$ cat config.mk
export PLATFORM = sky130hd
export DESIGN_NAME = maze_mem_arbiter
export DESIGN_NICKNAME = d
export VERILOG_FILES = /design/src/rtl/maze_mem_arbiter.sv
export SDC_FILE = /design/constraint.sdc
export NUM_CORES = 1
export LEC_CHECK = 0
export ABC_AREA = 1
export BUFFER_PORTS_ARGS = -buffer_cell sky130_fd_sc_hd__buf_4
export CAP_MARGIN = 15
export CELL_PAD_IN_SITES_DETAIL_PLACEMENT = 1
export CELL_PAD_IN_SITES_GLOBAL_PLACEMENT = 1
export CORE_MARGIN = 5
export CORE_UTILIZATION = 36
export CTS_CLUSTER_DIAMETER = 120
export DETAILED_ROUTE_END_ITERATION = 12
export GPL_ROUTABILITY_DRIVEN = 0
export HOLD_SLACK_MARGIN = 0.1
export PLACE_DENSITY_LB_ADDON = 0.15
export SLEW_MARGIN = 20
export SYNTH_ARGS = -nofsm -noshare
export SYNTH_HDL_FRONTEND = slang
export SYNTH_SLANG_ARGS = --single-unit
$ cat constraint.sdc
create_clock -name clk -period 1.8 [get_ports clk]
set_input_delay 0.36 -clock clk [delete_from_list [all_inputs] [get_ports clk]]
set_output_delay 0.36 -clock clk [all_outputs]
set_load 0.005 [all_outputs]
$ cat src/rtl/maze_mem_arbiter.sv
// Two-requester (rat solver / host loader) arbiter for the single-port maze RAM.
// Define ARB_HOST_PRIORITY_EN for fixed host priority; otherwise round-robin.
module maze_mem_arbiter #(
  parameter int ADDR_W = 4,
  parameter int DATA_W = 1,
  parameter int RD_LAT = 1
) (
  input  logic              clk,
  input  logic              rst,
  input  logic              r_req,
  input  logic              r_wr,
  input  logic [ADDR_W-1:0] r_x,
  input  logic [ADDR_W-1:0] r_y,
  input  logic [DATA_W-1:0] r_wdata,
  output logic              r_ack,
  output logic [DATA_W-1:0] r_rdata,
  input  logic              h_req,
  input  logic              h_wr,
  input  logic [ADDR_W-1:0] h_x,
  input  logic [ADDR_W-1:0] h_y,
  input  logic [DATA_W-1:0] h_wdata,
  output logic              h_ack,
  output logic [DATA_W-1:0] h_rdata,
  output logic [ADDR_W-1:0] mem_x,
  output logic [ADDR_W-1:0] mem_y,
  output logic              mem_rd,
  output logic              mem_wr,
  output logic [DATA_W-1:0] mem_din,
  input  logic [DATA_W-1:0] mem_dout,
  output logic [1:0]        grant,
  output logic              busy
);

  localparam int CNT_W = (RD_LAT > 1) ? $clog2(RD_LAT) : 1;

  typedef enum logic [1:0] {
    IDLE  = 2'd0,
    ISSUE = 2'd1,
    WAIT  = 2'd2,
    ACK   = 2'd3
  } state_t;

  state_t             state_r, state_s;
  logic               owner_r, owner_s;  // 1 = host
  logic               wr_r, wr_s;
  logic [ADDR_W-1:0]  x_r, x_s, y_r, y_s;
  logic [DATA_W-1:0]  wdata_r, wdata_s;
  logic [CNT_W-1:0]   cnt_r, cnt_s;
  logic               capture_s;
  logic               pick_host_s;

`ifdef ARB_HOST_PRIORITY_EN
  assign pick_host_s = h_req;
`else
  logic last_grant_r;  // 1 = host

  // Remember the last served requester so a conflict goes to the other one
  always_ff @(posedge clk or negedge rst) begin
    if (!rst) begin
      last_grant_r <= 1'b1;
    end else if (state_r == ACK) begin
      last_grant_r <= owner_r;
    end else begin
      last_grant_r <= last_grant_r;
    end
  end

  assign pick_host_s = h_req & (~r_req | ~last_grant_r);
`endif

  // Next-state logic; request inputs are only looked at while idle
  always_comb begin
    state_s   = state_r;
    owner_s   = owner_r;
    wr_s      = wr_r;
    x_s       = x_r;
    y_s       = y_r;
    wdata_s   = wdata_r;
    cnt_s     = cnt_r;
    capture_s = 1'b0;
    case (state_r)
      IDLE: begin
        if (r_req || h_req) begin
          state_s = ISSUE;
          owner_s = pick_host_s;
          wr_s    = pick_host_s ? h_wr    : r_wr;
          x_s     = pick_host_s ? h_x     : r_x;
          y_s     = pick_host_s ? h_y     : r_y;
          wdata_s = pick_host_s ? h_wdata : r_wdata;
        end else begin
          state_s = IDLE;
        end
      end
      ISSUE: begin
        if (wr_r) begin
          state_s = ACK;
        end else begin
          state_s = WAIT;
          cnt_s   = CNT_W'(RD_LAT - 1);
        end
      end
      WAIT: begin
        if (cnt_r == {CNT_W{1'b0}}) begin
          state_s   = ACK;
          capture_s = 1'b1;
        end else begin
          cnt_s = cnt_r - CNT_W'(1);
        end
      end
      ACK: begin
        state_s = IDLE;
      end
      default: begin
        state_s = IDLE;
      end
    endcase
  end

  // State, latched transaction and outputs, all registered from next-state values
  always_ff @(posedge clk or negedge rst) begin
    if (!rst) begin
      state_r <= IDLE;
      owner_r <= 1'b0;
      wr_r    <= 1'b0;
      x_r     <= {ADDR_W{1'b0}};
      y_r     <= {ADDR_W{1'b0}};
      wdata_r <= {DATA_W{1'b0}};
      cnt_r   <= {CNT_W{1'b0}};
      r_ack   <= 1'b0;
      h_ack   <= 1'b0;
      r_rdata <= {DATA_W{1'b0}};
      h_rdata <= {DATA_W{1'b0}};
      mem_x   <= {ADDR_W{1'b0}};
      mem_y   <= {ADDR_W{1'b0}};
      mem_rd  <= 1'b0;
      mem_wr  <= 1'b0;
      mem_din <= {DATA_W{1'b0}};
      grant   <= 2'b00;
      busy    <= 1'b0;
    end else begin
      state_r <= state_s;
      owner_r <= owner_s;
      wr_r    <= wr_s;
      x_r     <= x_s;
      y_r     <= y_s;
      wdata_r <= wdata_s;
      cnt_r   <= cnt_s;
      r_ack   <= (state_s == ACK) && !owner_s;
      h_ack   <= (state_s == ACK) && owner_s;
      if (capture_s && !owner_r) r_rdata <= mem_dout;
      if (capture_s && owner_r)  h_rdata <= mem_dout;
      mem_x   <= (state_s == IDLE) ? {ADDR_W{1'b0}} : x_s;
      mem_y   <= (state_s == IDLE) ? {ADDR_W{1'b0}} : y_s;
      mem_din <= (state_s == IDLE) ? {DATA_W{1'b0}} : wdata_s;
      mem_rd  <= (state_s == ISSUE) && !wr_s;
      mem_wr  <= (state_s == ISSUE) && wr_s;
      grant   <= (state_s == IDLE) ? 2'b00 : (owner_s ? 2'b10 : 2'b01);
      busy    <= (state_s != IDLE);
    end
  end

endmodule

==> results by group, run 1 <==
Worst setup path
  • Worst endpoint required time: 2.00 ns
  • Crit. Startpoint: state_r[0]$_DFF_PN0_
  • Slowest stage cell on the critical path: dfrtp_1
  • Crit path max fanout: 12
  • RR Endpoint: mem_x[0]$_DFF_PN0_
  • Worst reg2reg path depth: 8
  • Reg2reg start: state_r[0]$_DFF_PN0_
  • Kind of start point of the critical path: flip-flop
  • Setup crit end kind: flip-flop
  • Worst Path Arrival: 1.83 ns
  • R2R Setup Slk: 0.17 ns
  • Crit path kind: flip-flop to flip-flop
  • CP peak stage delay: 0.41 ns
  • Crit-path cells: inv_1, ha_1, inv_1, nor2_4, inv_2, nand2_1, nand2_1, nor2_1

CTS
  • Cts bufs inserted: 5
  • Max clock buf depth: 2
  • Reg clk slew, reported paths: 0.06 ns
  • TritonCTS clock tree: yes
  • Clock root buffer: clkbuf_8
  • Post-CTS setup buffers: 0
  • # H-tree levels: 2
  • Clock Sinks: 32
  • Skew-Pair Late Insertion Delay: 0.28 ns
  • Post-CTS sizing: 0

Floorplanning
  • Die span in y: 72.9 um
  • FP Rows: 22
  • Die width: 72.9 um
  • Number of placed I/O pins: 43
  • Core Area: 3740 sq um
  • Die area: 5320 sq um
  • Starting Density: 38.1%

STA
  • Worst Tran Pin Value: 0.402 ns
  • FMAX: 614 MHz
  • Final setup TNS: 0 ns
  • RSZ-0062 raised after global routing: false
  • Fin crit period: 1.63 ns
  • Worst setup margin: 0.171 ns
  • Setup violations, final: 0
  • Pins Over Slew Limit: 0
  • Final worst path period share: 90.5%
  • Slew Limit Headroom: 73.2%
  • Clk_skew: 0.00491 ns
  • Hold Fails Final Rpt: 0

Drt
  • Drt first pass iters: 4
  • Initial DRC count: 28
  • WL per Instance: 13.4 um
  • Final ANT Viol Nets: 0
  • Routed WL: 3.46 mm
  • DR vias: 1,182
  • Vias per cell: 4.58
  • Post-route DRC: 0

Logic synthesis
  • Dominant cells by area after synthesis: dfrtp_1, nand2_1, nand3_1
  • Synth Instances: 164
  • Leading area contributor after synthesis: dfrtp_1
  • Mapped cell area: 1430 sq um
  • Seq/Total Area, Yosys: 56.3%
  • Flops & latches, synth: 32
  • YS warnings: 0
  • Synth unique cells: 17
  • Yosys top cell area share: 54.4%
  • Syn nets: 194
  • Syn_area_per_cell: 8.69 sq um

Layout
  • Final #Nets: 240
  • Most frequent cells in the layout: buf_4, nand2_1, dfrtp_1, inv_1, nand3_1
  • Area growth syn-to-layout: 30.2%
  • Ant. Diodes: 0
  • Layout cell share with drive strength beyond 1: 26.7%
  • Commonest non-fill, non-tap cell in the layout: buf_4

Power
  • Pwr dens: 1700 nW/um^2
  • Gate power share: 45.3%
  • Internal power: 1950 uW
  • Sequential share of power: 38.9%
  • Sw frac: 38.1%
  • NetSw: 1200 uW
  • Peak VDD IR: 0.000843 V
  • Clk pwr share: 15.8%
  • Leakage Power: 0.00104 uW

Hold path
  • Hold_sp: mem_dout
  • Worst hold-check path type: primary input to flip-flop
  • WHS Path Cells: 3
  • Hold Crit Endpoint: r_rdata$_DFFE_PN0P_

GRT
  • Grt total ovfl: 0
  • Vias in the first global route: 1,266
  • First-pass GRT wire length: 5.56 mm
  • Antenna violations before repair: 0
  • Largest net degree at the start of global routing: 33
  • GR Util All Layers: 14.0%

Placement
  • Dpl ws: 0.163 ns
  • DPL Wire Length: 2.65 mm
  • Port buffer count: 42

Run status
  • Outcome: finished, final reports clean

Job
  • Max Cap Viol: 0
==> area by class of cell <==
class | instances | area (sq um)
Sequential cell | 32 | 802
Fill cell | 469 | 1890
Clock inverter | 1 | 5.00
Inverter | 30 | 113
Clock buffer | 6 | 72.6
Multi-Input combinational cell | 96 | 463
Timing Repair Buffer | 45 | 340
Tap cell | 48 | 60.1
==> state kept, by name, indices dropped and copies added (netlist names), 2 cells and up <==
signal and cells:
mem_x 4, mem_y 4, state_r 2, y_r 4
grant 2, x_r 4
==> cell families after synthesis <==
logic type / synth area share [%]
AOI/OAI and AO/OA: 2.28
adders and majority gates: 4.39
buffers and inverters: 11.2
DFF: 56.3
and+or+nand+nor: 25.8
==> Yosys cell counts (all sizes together) <==
| cell type | instances |
|---|---|
| a31oi | 2 |
| nor2 | 19 |
| a21oi | 3 |
| o21ai | 1 |
| nand2 | 41 |
| inv | 30 |
| nand3 | 25 |
| ha | 5 |
| dfstp | 1 |
| dfrtp | 31 |
| buf | 6 |
==> worst max-delay path: cells and delay by family (launching register included) <==
kind / cells / cell delay (ns)
and+or+nand+nor: 4 / 0.55
DFF: 1 / 0.41
buffers and inverters: 3 / 0.40
adders and majority gates: 1 / 0.20
==> power groups by stage <==
| stage | Clock, uW | Combinational, uW | Sequential [uW] |
|---|---|---|---|
| 5_1_grt | 547 | 1640 | 1260 |
| 2_1_floorplan | 0 | 888 | 1230 |
| 4_1_cts | 516 | 1480 | 1230 |
| 3_3_place_gp | 0 | 1400 | 1230 |
| 6_report | 500 | 1430 | 1230 |
| 3_5_place_dp | 0 | 1460 | 1240 |
==> worst max path at each step <==
stage               slack [ns]            endpoint
finish                    0.17  mem_x[0]$_DFF_PN0_
global placement          0.26  mem_y[3]$_DFF_PN0_
floorplan                 0.48   mem_din$_DFF_PN0_
detailed placement        0.16  mem_x[0]$_DFF_PN0_
CTS                       0.12  mem_x[0]$_DFF_PN0_
global route              0.03  mem_x[1]$_DFF_PN0_
==> metrics by stage <==
step	hold WS, ns	total power [uW]	cell area [sq um]	utilization (%)	std cells
2_1_floorplan	0.0644	2120	1430	-	164
3_3_place_gp	0.314	2620	1770	47.2	250
4_1_cts	0.364	3230	1860	49.6	258
5_1_grt	0.377	3450	1860	49.6	258
6_report	0.372	3160	1860	49.6	258
3_5_place_dp	0.323	2700	1770	47.2	250
==> routing by layer <==
layer  vias up  global-route usage [%]  share of wire [%]
met3        10                    5.23                6.5
met4         0                    6.76                2.5
met2        33                    24.3                 51
met5         -                       0                  0
met1       554                    15.0                 40
li1        585                       -                  -
==> timing repair <==
action	in CTS	in global routing
hold buffers	1	0
endpoints found under the setup margin	0	1
hold endpoints to repair	31	0
No activity file was read; power rests on OpenSTA's default activity.
==> run 2, diff against run 1 <==
--- a/config.mk
+++ b/config.mk
@@ -17,6 +17,7 @@
 export GPL_ROUTABILITY_DRIVEN = 0
 export HOLD_SLACK_MARGIN = 0.1
 export PLACE_DENSITY_LB_ADDON = 0.15
+export REMOVE_ABC_BUFFERS = 1
 export SLEW_MARGIN = 20
 export SYNTH_ARGS = -nofsm -noshare
 export SYNTH_HDL_FRONTEND = slang
==> run 2 against run 1 <==
  * Die area unchanged
  * Via count rose by 1.4%
  * Register-to-register slack improved by 0.15 ns
  * Combinational power rose by 5%
  * Sequential cell count stayed put
  * Sequential power hardly changed
  * Sequential share of layout area decreased by 0.52 points
  * Routed wire length is 4.9% higher
  * Critical path type unchanged
  * Maximum frequency grew 9.9%
  * Non-clock buffer count rose by 3
  * Hold slack better by 0.0028 ns
==> results by group, run 2 (synthesis results as in run 1) <==
Run status
  • Outcome: finished, final reports clean

Worst setup path
  • Most frequent CP cell: inv_1
  • Crit-path cells: inv_1, ha_1, inv_1, nor2_4, buf_4, nand3_1, nand2_1, nor2_1
  • Worst Path Arrival: 1.65 ns
  • Crit path buf inv count: 3
  • Crit path kind: flip-flop to flip-flop
  • WP depth: 8
  • Setup crit end kind: flip-flop
  • Reg2reg start: state_r[0]$_DFF_PN0_
  • Worst reg2reg path depth: 8
  • Worst endpoint required time: 1.97 ns
  • Crit path max fanout: 7
  • CP peak stage delay: 0.42 ns
  • R2R Setup Slk: 0.32 ns
  • Slowest stage cell on the critical path: dfrtp_1
  • Kind of start point of the critical path: flip-flop
  • Crit path max-delay family: flip-flops
  • RR Endpoint: mem_x[0]$_DFF_PN0_

Placement
  • Dpl ws: 0.168 ns
  • Port buffer count: 42
  • DPL Wire Length: 2.62 mm

Hold path
  • WHS Path Cells: 3
  • Hold Crit Endpoint: h_rdata$_DFFE_PN0P_
  • Worst hold-check path type: primary input to flip-flop
  • Hold_sp: mem_dout

Drt
  • Routed WL: 3.63 mm
  • Initial DRC count: 35
  • Vias per cell: 4.59
  • WL per Instance: 13.9 um
  • Post-route DRC: 0
  • Final ANT Viol Nets: 0
  • DR vias: 1,198
  • Drt first pass iters: 4

Layout
  • Fill count: 474
  • Area growth syn-to-layout: 31.8%
  • Layout cell share with drive strength beyond 1: 27.7%
  • Commonest non-fill, non-tap cell in the layout: buf_4
  • Ant. Diodes: 0
  • Most frequent cells in the layout: buf_4, nand2_1, dfrtp_1, inv_1, nand3_1
  • Fin util: 50.2%
  • Final #Nets: 243

CTS
  • Clock Sinks: 32
  • Cts bufs inserted: 5
  • Skew-Pair Late Insertion Delay: 0.28 ns
  • Clock root buffer: clkbuf_8
  • Post-CTS sizing: 0
  • Max clock buf depth: 2
  • Reg clk slew, reported paths: 0.06 ns
  • TritonCTS clock tree: yes
  • # H-tree levels: 2

STA
  • Final worst path period share: 82.3%
  • Setup violations, final: 0
  • Slew Limit Headroom: 72.8%
  • Fin crit period: 1.48 ns
  • Final setup TNS: 0 ns
  • RSZ-0062 raised after global routing: false
  • FMAX: 675 MHz
  • Worst Tran Pin Value: 0.408 ns
  • Clk_skew: 0.00275 ns
  • Hold Fails Final Rpt: 0
  • Pins Over Slew Limit: 0
  • Worst setup margin: 0.318 ns

GRT
  • GR Util All Layers: 14.9%
  • Vias in the first global route: 1,266
  • Grt total ovfl: 0
  • Antenna violations before repair: 0
  • First-pass GRT wire length: 5.87 mm
  • Largest net degree at the start of global routing: 33

Floorplanning
  • FP Rows: 22
  • Core Area: 3740 sq um
  • Die area: 5320 sq um
  • Number of placed I/O pins: 43
  • Die span in y: 72.9 um
  • Starting Density: 38.1%
  • Die width: 72.9 um

Job
  • Max Cap Viol: 0

Power
  • Peak VDD IR: 0.00100 V
  • Pwr dens: 1720 nW/um^2
  • Leakage Power: 0.00105 uW
-- run 2: cell count changes in the layout (fill, tap and decap cells not counted), sizes merged --
| cell | before | now |
|---|---|---|
| buf | 44 | 47 |
-- run 2: through the flow --
stage               hold slack (ns)  area, sq um  cells  power, uW
floorplan                    0.0644         1380    158       2040
global placement              0.320         1770    250       2630
detailed placement            0.320         1770    250       2720
CTS                           0.362         1860    258       3250
global route                  0.370         1880    261       3530
finish                        0.375         1880    261       3240
-- run 2: area by class of cell --
class	instances	area, sq um	area share, %
repair buffers	48	363	19.3
clock inverters	1	5.00	0.266
well taps	48	60.1	3.20
multi-input cells	96	463	24.7
flip-flops and latches	32	802	42.7
clock buffers	6	72.6	3.86
inverters	30	113	6.00
-- run 2: how the worst max path moves through the flow --
stage / to / startpoint / slack [ns]
finish: mem_x[0]$_DFF_PN0_ / state_r[0]$_DFF_PN0_ / 0.32
global route: mem_x[0]$_DFF_PN0_ / state_r[0]$_DFF_PN0_ / 0.15
floorplan: mem_din$_DFF_PN0_ / state_r[0]$_DFF_PN0_ / 0.46
CTS: mem_y[3]$_DFF_PN0_ / state_r[0]$_DFF_PN0_ / 0.15
global placement: mem_x[2]$_DFF_PN0_ / state_r[0]$_DFF_PN0_ / 0.26
detailed placement: mem_y[3]$_DFF_PN0_ / state_r[0]$_DFF_PN0_ / 0.17
-- run 2: routing by layer --
layer	part of all wire (%)	vias to the layer above	track usage, %
li1	-	589	-
met1	44	575	18.0
met2	49	29	24.1
met3	6.0	5	5.65
met4	1.3	0	5.53
met5	0	-	0
-- run 2: repair_timing --
item,4_1_cts,5_1_grt
hold buffers,1,0
endpoints found under the setup margin,0,4
endpoints found under the hold margin,31,0
setup buffers,0,3
-- run 2: worst register-to-register path, stage by stage (launching register included) --
cell and delay [ns]:
dfrtp_1 0.42, inv_1 0.13, ha_1 0.20, inv_1 0.07, nor2_4 0.15, buf_4 0.18, nand3_1 0.09, nand2_1 0.09
nor2_1 0.04
-- run 2: report_power, final --
part           total, uW  internal (uW)  leakage (uW)  switching, uW
clock network        512            262     0.0000410            250
logic               1500            637      0.000635            858
registers           1230           1090      0.000376            142
